## src/rtl/sgpr_pkg.sv

```systemverilog
// Shared types and constants for the shadow-GPR restore sequencer.
package sgpr_pkg;

    localparam int unsigned SGPR_NUM_REGS   = 16;
    localparam int unsigned SGPR_DATA_WIDTH = 32;
    localparam int unsigned SGPR_ADDR_WIDTH = 5;
    localparam int unsigned SGPR_FIRST_REG  = 1;

    typedef enum logic [1:0] {
        ST_IDLE   = 2'd0,
        ST_WRITE  = 2'd1,
        ST_VERIFY = 2'd2,
        ST_DONE   = 2'd3
    } sgpr_restore_state_e;

endpackage : sgpr_pkg

```

## src/rtl/sgpr_restore.sv

```systemverilog
// Copies the shadow register file into the main RF (x1..xN-1), optionally
// reading every entry back and accumulating mismatch statistics.
module sgpr_restore
    import sgpr_pkg::*;
#(
    parameter int unsigned NUM_REGS   = SGPR_NUM_REGS,
    parameter int unsigned DATA_WIDTH = SGPR_DATA_WIDTH,
    parameter int unsigned ADDR_WIDTH = SGPR_ADDR_WIDTH
) (
    input  logic                             clk,
    input  logic                             rst,
    input  logic                             start_i,
    input  logic                             verify_en_i,
    input  logic                             abort_i,
    input  logic [NUM_REGS*DATA_WIDTH-1:0]   shadow_i,
    output logic [ADDR_WIDTH-1:0]            waddr_o,
    output logic [DATA_WIDTH-1:0]            wdata_o,
    output logic                             we_o,
    output logic [ADDR_WIDTH-1:0]            raddr_o,
    input  logic [DATA_WIDTH-1:0]            rdata_i,
    output logic                             busy_o,
    output logic                             done_o,
    output logic                             error_o,
    output logic [ADDR_WIDTH-1:0]            err_count_o,
    output logic [ADDR_WIDTH-1:0]            err_addr_o
);

    localparam int unsigned           IDX_W     = $clog2(NUM_REGS);
    localparam logic [ADDR_WIDTH-1:0] FIRST_IDX = ADDR_WIDTH'(SGPR_FIRST_REG);
    localparam logic [ADDR_WIDTH-1:0] LAST_IDX  = ADDR_WIDTH'(NUM_REGS - 1);

    sgpr_restore_state_e     state_q, state_d;
    logic [ADDR_WIDTH-1:0]   idx_q, idx_d;
    logic                    verify_q, verify_d;
    logic                    error_q, error_d;
    logic [ADDR_WIDTH-1:0]   err_cnt_q, err_cnt_d;
    logic [ADDR_WIDTH-1:0]   err_addr_q, err_addr_d;

    logic [DATA_WIDTH-1:0]   shadow_arr [NUM_REGS];
    logic [DATA_WIDTH-1:0]   shadow_sel;
    logic                    is_last;
    logic                    mismatch;

    // Unpack the flat shadow bus so the current index can select one entry.
    for (genvar g = 0; g < int'(NUM_REGS); g++) begin : g_unpack
        assign shadow_arr[g] = shadow_i[g*DATA_WIDTH +: DATA_WIDTH];
    end

    assign shadow_sel = shadow_arr[idx_q[IDX_W-1:0]];
    assign is_last    = (idx_q == LAST_IDX);
    assign mismatch   = (state_q == ST_VERIFY) && (rdata_i != shadow_sel);

    always_comb begin
        state_d    = state_q;
        idx_d      = idx_q;
        verify_d   = verify_q;
        error_d    = error_q;
        err_cnt_d  = err_cnt_q;
        err_addr_d = err_addr_q;

        case (state_q)
            ST_IDLE: begin
                if (start_i) begin
                    state_d    = ST_WRITE;
                    idx_d      = FIRST_IDX;
                    verify_d   = verify_en_i;
                    error_d    = 1'b0;
                    err_cnt_d  = '0;
                    err_addr_d = '0;
                end
            end
            ST_WRITE: begin
                if (abort_i) begin
                    state_d = ST_IDLE;
                    idx_d   = '0;
                end else if (is_last) begin
                    if (verify_q) begin
                        state_d = ST_VERIFY;
                        idx_d   = FIRST_IDX;
                    end else begin
                        state_d = ST_DONE;
                        idx_d   = '0;
                    end
                end else begin
                    idx_d = idx_q + ADDR_WIDTH'(1);
                end
            end
            ST_VERIFY: begin
                if (abort_i) begin
                    state_d = ST_IDLE;
                    idx_d   = '0;
                end else begin
                    // First mismatch is recognised by the count still being zero.
                    if (mismatch) begin
                        err_cnt_d = err_cnt_q + ADDR_WIDTH'(1);
                        error_d   = 1'b1;
                        if (err_cnt_q == '0) begin
                            err_addr_d = idx_q;
                        end
                    end
                    if (is_last) begin
                        state_d = ST_DONE;
                        idx_d   = '0;
                    end else begin
                        idx_d = idx_q + ADDR_WIDTH'(1);
                    end
                end
            end
            ST_DONE: begin
                state_d = ST_IDLE;
                idx_d   = '0;
            end
            default: begin
                state_d = ST_IDLE;
                idx_d   = '0;
            end
        endcase
    end

    always_ff @(posedge clk) begin
        if (rst) begin
            state_q    <= ST_IDLE;
            idx_q      <= '0;
            verify_q   <= 1'b0;
            error_q    <= 1'b0;
            err_cnt_q  <= '0;
            err_addr_q <= '0;
        end else begin
            state_q    <= state_d;
            idx_q      <= idx_d;
            verify_q   <= verify_d;
            error_q    <= error_d;
            err_cnt_q  <= err_cnt_d;
            err_addr_q <= err_addr_d;
        end
    end

    // Port outputs decode only registered state and index.
    assign we_o        = (state_q == ST_WRITE);
    assign waddr_o     = we_o ? idx_q : '0;
    assign wdata_o     = we_o ? shadow_sel : '0;
    assign raddr_o     = (state_q == ST_VERIFY) ? idx_q : '0;
    assign busy_o      = (state_q == ST_WRITE) || (state_q == ST_VERIFY);
    assign done_o      = (state_q == ST_DONE);
    assign error_o     = error_q;
    assign err_count_o = err_cnt_q;
    assign err_addr_o  = err_addr_q;

endmodule : sgpr_restore

```

## config.mk

```make
export PLATFORM = sky130hd
export DESIGN_NAME = sgpr_restore
export DESIGN_NICKNAME = d
export VERILOG_FILES = /design/src/rtl/sgpr_pkg.sv /design/src/rtl/sgpr_restore.sv
export SDC_FILE = /design/constraint.sdc
export NUM_CORES = 1
export LEC_CHECK = 0
export BUFFER_PORTS_ARGS = -buffer_cell sky130_fd_sc_hd__buf_4
export CAP_MARGIN = 20
export CELL_PAD_IN_SITES_DETAIL_PLACEMENT = 0
export CELL_PAD_IN_SITES_GLOBAL_PLACEMENT = 1
export CORE_AREA = 2 2 239 241
export CTS_CLUSTER_DIAMETER = 30
export DETAILED_ROUTE_END_ITERATION = 7
export DIE_AREA = 0 0 241 243
export PLACE_DENSITY_LB_ADDON = 0.1
export SYNTH_ARGS = -nofsm -noshare
export SYNTH_HDL_FRONTEND = slang
export SYNTH_SLANG_ARGS = --single-unit
```

## constraint.sdc

```tcl
create_clock -name clk -period 2.67 [get_ports clk]
set_clock_uncertainty 0.05 [all_clocks]
set_input_delay 0.534 -clock clk [delete_from_list [all_inputs] [get_ports clk]]
set_output_delay 0.534 -clock clk [all_outputs]
set_load 0.01 [all_outputs]
```

Word level (Yosys, flattened, before mapping). Index checks and enable logic that the tools add are counted.

Multiplexer cells: 32. Add/subtract/negate cells: 2. Reduce and logical (&&, ||, !) cells: 9. Bitwise gates (word level): 1. Equality and inequality tests: 11. Magnitude comparators: 1.

Operators by type and width (number): $bmux 32 s4 (1); $mux 32 (3); $mux 5 (13); $ne 32x32->1 (1); $pmux 5 s2 (2); $pmux 5 s4 (1); $add 5x1->5 const B (2); $mux 2 (5); $ne 2x2->1 const B (4); $pmux 2 s4 (1); $eq 5x4->1 const B (1); $ge 5x5->1 const B (1); $logic_not 5->1 (1); $mux 1 (5); $not 4->5 (1); $reduce_and 5->1 (1); $eq 2x2->1 const B (2); $reduce_and 4->1 (1); $ne 3x2->1 const B (1); $ne 3x3->1 const B (1); $reduce_and 3->1 (1); $eq 2x1->1 const B (1); $logic_not 2->1 (1); $pmux 1 s2 (1); other kinds (4) (4).

Output and inout port bits: 56. Bits in registers: 19. Logic and storage cells: 62.

Depth between registers and ports, before layout. Gate-level depths: netlist of the first run.

Word-level depth: 9. Depth in mapped cells: 14. Mapped depth without buffers: 9.

Worst setup path before layout of the first run. No wires, ideal clock.

Path kind: register -> register. Start: register idx_q[0]. End: register err_cnt_q[4], in the netlist err_count_o[4]. Data required time: 2.501 ns. Arrival time: 2.685 ns. Setup slack: -0.184 ns. Stages on the path, launching flop included: 13. Setup time: 0.119 ns. Path buffers: 3. Path through: dfxtp_1 buf_6 buf_6 mux4_2 a22oi_1 nand2_1 xnor2_1 o2111ai_1 a2111oi_2 and4_1 buf_6 nor3_2 o221a_1.

Longest elaborated chain between the ends: 8.

RTL lines: from (decl) (line sgpr_restore.sv:33) `logic [ADDR_WIDTH-1:0] idx_q, idx_d;`; from (signal assigned) (line sgpr_restore.sv:130) `idx_q <= idx_d;`; $not 4->5 (not written as such) (line sgpr_restore.sv:49) `assign shadow_sel = shadow_arr[idx_q[IDX_W-1:0]];`; $bmux 32 s4 (line sgpr_restore.sv:49); $mux 32 (not written as such) (2 in series) (line sgpr_restore.sv:49); $ne 32x32->1 (line sgpr_restore.sv:51) `assign mismatch = (state_q == ST_VERIFY) && (rdata_i != shadow_sel);`; $logic_and 1x1->1 (line sgpr_restore.sv:51); $ne 2x2->1 (no line); $reduce_and 4->1 (no line); to (signal assigned) (line sgpr_restore.sv:133) `err_cnt_q <= err_cnt_d;`; to (decl) (line sgpr_restore.sv:36) `logic [ADDR_WIDTH-1:0] err_cnt_q, err_cnt_d;`.

Every way passes these cells. The select of a mux whose other input is x is not followed. A chain may end at the register's enable or synchronous reset.

Worst setup path in the final report of the first run. Ends and elaborated chain as after synthesis.

==> impl_metrics.tcl, run 1 <==
set metrics [dict create \
    combPwrFrac_pct 79.9 \
    critPathArrivalTime_ns 3.38 \
    clkTransAtPathRegs_ns 0.07 \
    setup_viol 39 \
    ant_nets 0 \
    yosysTopAreaCell "mux4_2" \
    htreeDepth 1 \
    final_cell_mix "696 x buf_4, 106 x mux4_2, 40 x mux2i_1, 38 x buf_6, 36 x buf_12" \
    netlist_top_cells_area "mux4_2 40%, mux2i_1 9.9%, dfxtp_1 6.4%" \
    grt_pass1_vias 9547 \
    p_sw_share_pct 35.83 \
    drc 0 \
    crit_type "reg -> reg" \
    cp_cell_sequence "buf_12 -> buf_12 -> mux4_2 -> mux4_2 -> xnor2_1 -> nand4_1 -> nor2_2 -> buf_4 -> and4_4 -> nor3_2 -> o221a_1" \
    period_needed_ns 3.281 \
    ys_ff_latch 19 \
    dr.pass1.iters 4 \
    drive_above_1_share_pct 78.21 \
    p_int_uw 2030 \
    die_w_um 241 \
    period_share_pct 122.9 \
    slew_headroom_pct 56.26 \
    routedWlPerCell_um 26.24 \
    nNetsFinal 1865 \
    drv_slew 0 \
    grt_max_degree 21 \
    placed_area_sq_um 12420 \
    gp_congestion 0.8579 \
    syn_nets 1135 \
    ys.flop_type "dfxtp_1" \
    cts-buffers-inserted 3 \
    cts_tree "done" \
    grt_pass1_wl_um 72950 \
    rsz0062_at_grt "yes" \
    avgSynthCellArea_sq_um 10.33 \
    instances_no_fill 2073 \
    gr-total-overflow 0 \
    slowest_delay_ns 0.54 \
    coreArea_sq_um 55950 \
    crit_path_start_kind "flip-flop" \
    synthArstFlopShare_pct 0 \
    p_leak_uw 0.005947 \
    synth-edff-count 0 \
    cp_max_fo 14 \
    cp-end-kind "flip-flop" \
    ff2ff_setup_slack_ns -0.61 \
    fin_area_sq_um 14000 \
    pwr-share-seq_pct 9.3 \
    power.switching_uw 1134 \
    grt_usage_pct 17.85 \
    wirelength_um 54400 \
    netlist_instances 579 \
    start_util_pct 10.69 \
    finalWorstSetupSlack_ns -0.6109 \
    hold_viol 0 \
    die_h_um 243 \
    violations "setup timing" \
    num-fill-cells 6163 \
    multi_input_area_sq_um 5929 \
    antenna_found_initial 13 \
    min_path_type "reg -> reg" \
    drt_iter0_drc 279 \
    die-area_sq_um 58560 \
    dr_total_vias 8323 \
    layout_commonest_cell "buf_4" \
    io_pins 605 \
    root_buffer "clkbuf_16" \
    dp_cells 2014 \
    tightestPinTransition_ns 0.6561 \
    power.density_nw_per_um2 226.0 \
    status "finished, violations left" \
    register_area_sq_um 392.9 \
    seq_area_frac_synth_pct 6.357 \
    clk_path_buf_depth 2 \
    p_clk_share_pct 10.7 \
    clk_latency_ns 0.26 \
    fp-row-count 87 \
    ir_drop_mv 0.1894 \
    fmax_ghz 0.3048 \
    syn_area_sq_um 5983 \
    cts.sink_count 19 \
    area_delta_synth_final_pct 133.9 \
    avgViaCountPerCell 4.015 \
    synth_top_area_share_pct 39.90 \
    crit_required_ns 2.77 \
    ys_warn_count 0 \
    cp_slowest_cell "mux4_2" \
    port-buffer-count 604 \
    ys_types 64 \
    hpwlAfterDp_um 48090 \
    drv_cap 0 \
]
==> area by class of cell <==
class | instances | share of cell area [%]
Inverter | 15 | 0.4202
Clock inverter | 1 | 0.03576
Antenna cell | 9 | 0.1609
Clock buffer | 3 | 0.5364
Multi-Input combinational cell | 490 | 42.37
Timing Repair Buffer | 780 | 46.92
Sequential cell | 19 | 2.807
Tap cell | 756 | 6.758
==> through the flow <==
step           util (%)  worst slack [ns]  hold WS (ns)  total power (uW)  TNS, ns
4_1_cts           23.90           -0.6352        0.4176              3037   -10.79
2_1_floorplan         -           -0.1588        0.3866              1207  -0.4922
6_report          25.01           -0.6109        0.4202              3163   -9.581
5_1_grt           25.01           -0.7448        0.4443              3376   -13.51
3_5_place_dp      22.19            -1.157        0.4089              2438   -12.46
3_3_place_gp      22.19            -1.127        0.4047              2445   -12.21
==> what timing repair did <==
item | CTS | global route
cloned | 3 | 4
pin swaps | 24 | 35
gates resized for setup | 124 | 77
hold buffers | 0 | 0
endpoints found under the setup margin | 40 | 44
buffers inserted | 21 | 29
==> cell families (layout without fill, tap and decap cells) <==
| kind of cell | count (synthesis) | in the layout | share of synthesized area [%] |
|---|---|---|---|
| AO/OA/AOI/OAI | 118 | 118 | 14.45 |
| XOR/XNOR | 34 | 34 | 4.977 |
| other | 0 | 9 | 0 |
| adder cells (fa/ha/maj) | 7 | 7 | 1.464 |
| AND/OR/NAND/NOR | 155 | 155 | 13.34 |
| buffers and inverters | 70 | 799 | 7.528 |
| multiplexers | 176 | 176 | 51.88 |
| flip-flops | 19 | 19 | 6.357 |
==> synth_stat cells (all sizes together), types with 14 or more instances <==
library cell	instances
clkbuf	17
xnor2	23
inv	14
nor2	34
a22oi	15
and2	23
nand2	35
mux2i	60
a21oi	21
mux4	106
buf	38
dfxtp	19
==> routing by layer <==
layer / up-vias / track usage, % / routed length (um)
li1: 3846 / - / -
met1: 4127 / 19.57 / 20390
met4: 6 / 4.049 / 896
met5: - / 0 / 46
met3: 32 / 4.447 / 3267
met2: 312 / 33.93 / 29800
==> power groups by stage <==
stage	combinational [uW]	clock (uW)	sequential [uW]
floorplan	908	0	299
global placement	2140	0	304
detailed placement	2130	0	305
CTS	2380	361	299
global route	2710	371	297
finish	2530	340	296
==> sequential cells by signal, indices dropped and copies added (netlist names) <==
name         count
idx_q            5
state_q          2
error_o          1
err_addr_o       5
err_count_o      5
verify_q         1
==> worst max-delay path: cells and delay by family (launching register included) <==
kind                      cells  cell delay [ns]
DFF                           1             0.40
muxes                         2             1.05
AOI/OAI and AO/OA             1             0.25
xor gates and xnor gates      1             0.16
and+or+nand+nor               4             0.77
buffers and inverters         3             0.45
==> final timing paths <==
path	startpoint	to	cells after the start
worst max-delay path	idx_q[0]	err_count_o[4]	11
worst min-delay path	verify_q	verify_q	2
worst max register to register	idx_q[0]	err_count_o[4]	11
worst min register to register	verify_q	verify_q	2
No activity file was read; power rests on OpenSTA's default activity.
==> inputs of run 2 (changes only) <==
==> constraint.sdc (replaced) <==
create_clock -name clk -period 2.67 [get_ports clk]
set_clock_uncertainty 0.05 [all_clocks]
set_input_delay 0.267 -clock clk [delete_from_list [all_inputs] [get_ports clk]]
set_output_delay 0.267 -clock clk [all_outputs]
set_load 0.01 [all_outputs]
==> run 2 against run 1 <==
  * Fmax rose by 1.0%
  * Global-route usage fell by 0.055 points
  * First-iteration DRC count rose by 10%
  * The run still ends with setup timing left
==> impl_metrics.tcl, run 2 (synthesized netlist as in run 1, its figures left out) <==
set metrics [dict create \
    gr-total-overflow 0 \
    die_h_um 243 \
    grt_pass1_vias 9455 \
    finalPower_uw 2952 \
    drv_slew 0 \
    rsz0062_at_grt "yes" \
    clkTransAtPathRegs_ns 0.06 \
    dr.pass1.iters 4 \
    crit_path_start "idx_q[0]" \
    setup_viol 15 \
    clk_latency_ns 0.26 \
    drc 0 \
    drt_iter0_drc 308 \
    cts-buffers-inserted 3 \
    grt_max_degree 21 \
    r2r_start "idx_q[0]" \
    p_leak_uw 0.005818 \
    crit_required_ns 2.81 \
    period_share_pct 121.7 \
    coreArea_sq_um 55950 \
    die_w_um 241 \
    layout_commonest_cell "buf_4" \
    ff2ff_setup_slack_ns -0.58 \
    antenna_found_initial 14 \
    crit_path_end "err_addr_o[4]" \
    r2r_cells 13 \
    drive_above_1_share_pct 75.37 \
    fmax_ghz 0.3079 \
    critPathArrivalTime_ns 3.39 \
    cp-end-kind "flip-flop" \
    die-area_sq_um 58560 \
    avgViaCountPerCell 3.962 \
    clk_path_buf_depth 2 \
    wirelength_um 54130 \
    io_pins 605 \
    min_path_type "in -> reg" \
    gp_congestion 0.8452 \
    postCtsHoldBufs 0 \
    root_buffer "clkbuf_16" \
    hold_viol 0 \
    finalWorstSetupSlack_ns -0.5783 \
    slew_headroom_pct 56.27 \
    htreeDepth 1 \
    cts.sink_count 19 \
    dpl_worst_slack_ns -1.167 \
    hpwlAfterDp_um 48010 \
    ant_nets 0 \
    ir_drop_mv 0.2100 \
    grt_usage_pct 17.79 \
    dr_total_vias 8166 \
    period_needed_ns 3.248 \
    port-buffer-count 604 \
    violations "setup timing" \
    start_util_pct 10.69 \
    nNetsFinal 1852 \
    utilization_pct 24.00 \
    r2r-end "err_addr_o[4]" \
    drv_cap 0 \
    crit_path_start_kind "flip-flop" \
    status "finished, violations left" \
    crit_type "reg -> reg" \
    power.density_nw_per_um2 219.8 \
    fp-row-count 87 \
    tightestPinTransition_ns 0.6550 \
    area_delta_synth_final_pct 124.5 \
    cts_tree "done" \
    final_cell_mix "717 x buf_4, 106 x mux4_2, 52 x mux2i_1, 33 x nand2_1, 31 x nor2_1" \
    cp_max_fo 7 \
    grt_pass1_wl_um 72850 \
    routedWlPerCell_um 26.26 \
]
==> run 2: cell count changes in the layout (fill, tap and decap cells not counted), moves of 4 or more <==
cell      before  now
buf_12        36   20
buf_6         38   20
buf_4        696  717
buf_8          6    1
mux2i_4       12    0
a22oi_2       11    7
and2_1        11   15
a22oi_1        4    8
mux2i_1       40   52
o22ai_1        1    5
buf_16         1    5
a221oi_2      10    5
==> run 2: how the worst min path moves through the flow <==
stage / startpoint / endpoint / cells past startpoint
after floorplan: verify_en_i / verify_q / 2
after CTS: verify_en_i / verify_q / 3
after global placement: verify_q / verify_q / 2
after global routing: verify_en_i / verify_q / 3
final: verify_en_i / verify_q / 3
after detailed placement: err_addr_o[3] / err_addr_o[3] / 2
==> run 2: layout make-up <==
class / count / area [sq um]
inverter: 15 / 58.81
clock inverter: 1 / 5.005
clock buffer: 3 / 75.07
fill: 6140 / 42520
multi-input combinational: 490 / 5652
antenna: 10 / 25.02
tap: 756 / 945.9
timing repair buffer: 767 / 6276
sequential: 19 / 392.9
==> run 2: worst max-delay path: stages (launching register included) <==
cell and delay, ns:
dfxtp_4 0.43, buf_4 0.15, buf_16 0.13, mux4_2 0.50, mux2_4 0.32, a22oi_2 0.26, xor2_1 0.18, nand2_1 0.08
nor4_2 0.29, buf_4 0.16, and4_4 0.30, buf_6 0.14, o31ai_1 0.06, a21oi_1 0.14
==> run 2: repair_timing <==
action	in CTS	in global routing
pin swaps	12	20
setup endpoints to repair	18	32
setup buffers	10	14
gates cloned	5	2
hold endpoints to repair	0	0
gates resized for setup	60	70
==> run 2: through the flow <==
stage | instances | cell area [sq um] | hold slack (ns) | setup TNS (ns)
finish | 2061 | 13430 | 0.2177 | -6.153
global route | 2060 | 13430 | 0.2218 | -8.835
CTS | 2036 | 12910 | 0.2138 | -7.276
detailed placement | 2018 | 12310 | 0.4172 | -12.14
global placement | 2018 | 12310 | 0.4081 | -12.16
floorplan | 579 | 6031 | 0.3645 | -0.4922
==> run 2: metal layers <==
| metal | part of all wire [%] | up-vias | global-route usage, % |
|---|---|---|---|
| li1 | - | 3820 | - |
| met1 | 37 | 4009 | 19.51 |
| met2 | 55 | 303 | 33.90 |
| met3 | 6.8 | 28 | 4.617 |
| met4 | 1.5 | 6 | 3.577 |
| met5 | 0.079 | - | 0 |
==> run 2: power by group <==
group	internal [uW]	switching, uW	total (uW)
clock network	202	136	338
registers	288	10.3	298
logic	1390	924	2320
total	1880	1070	2950
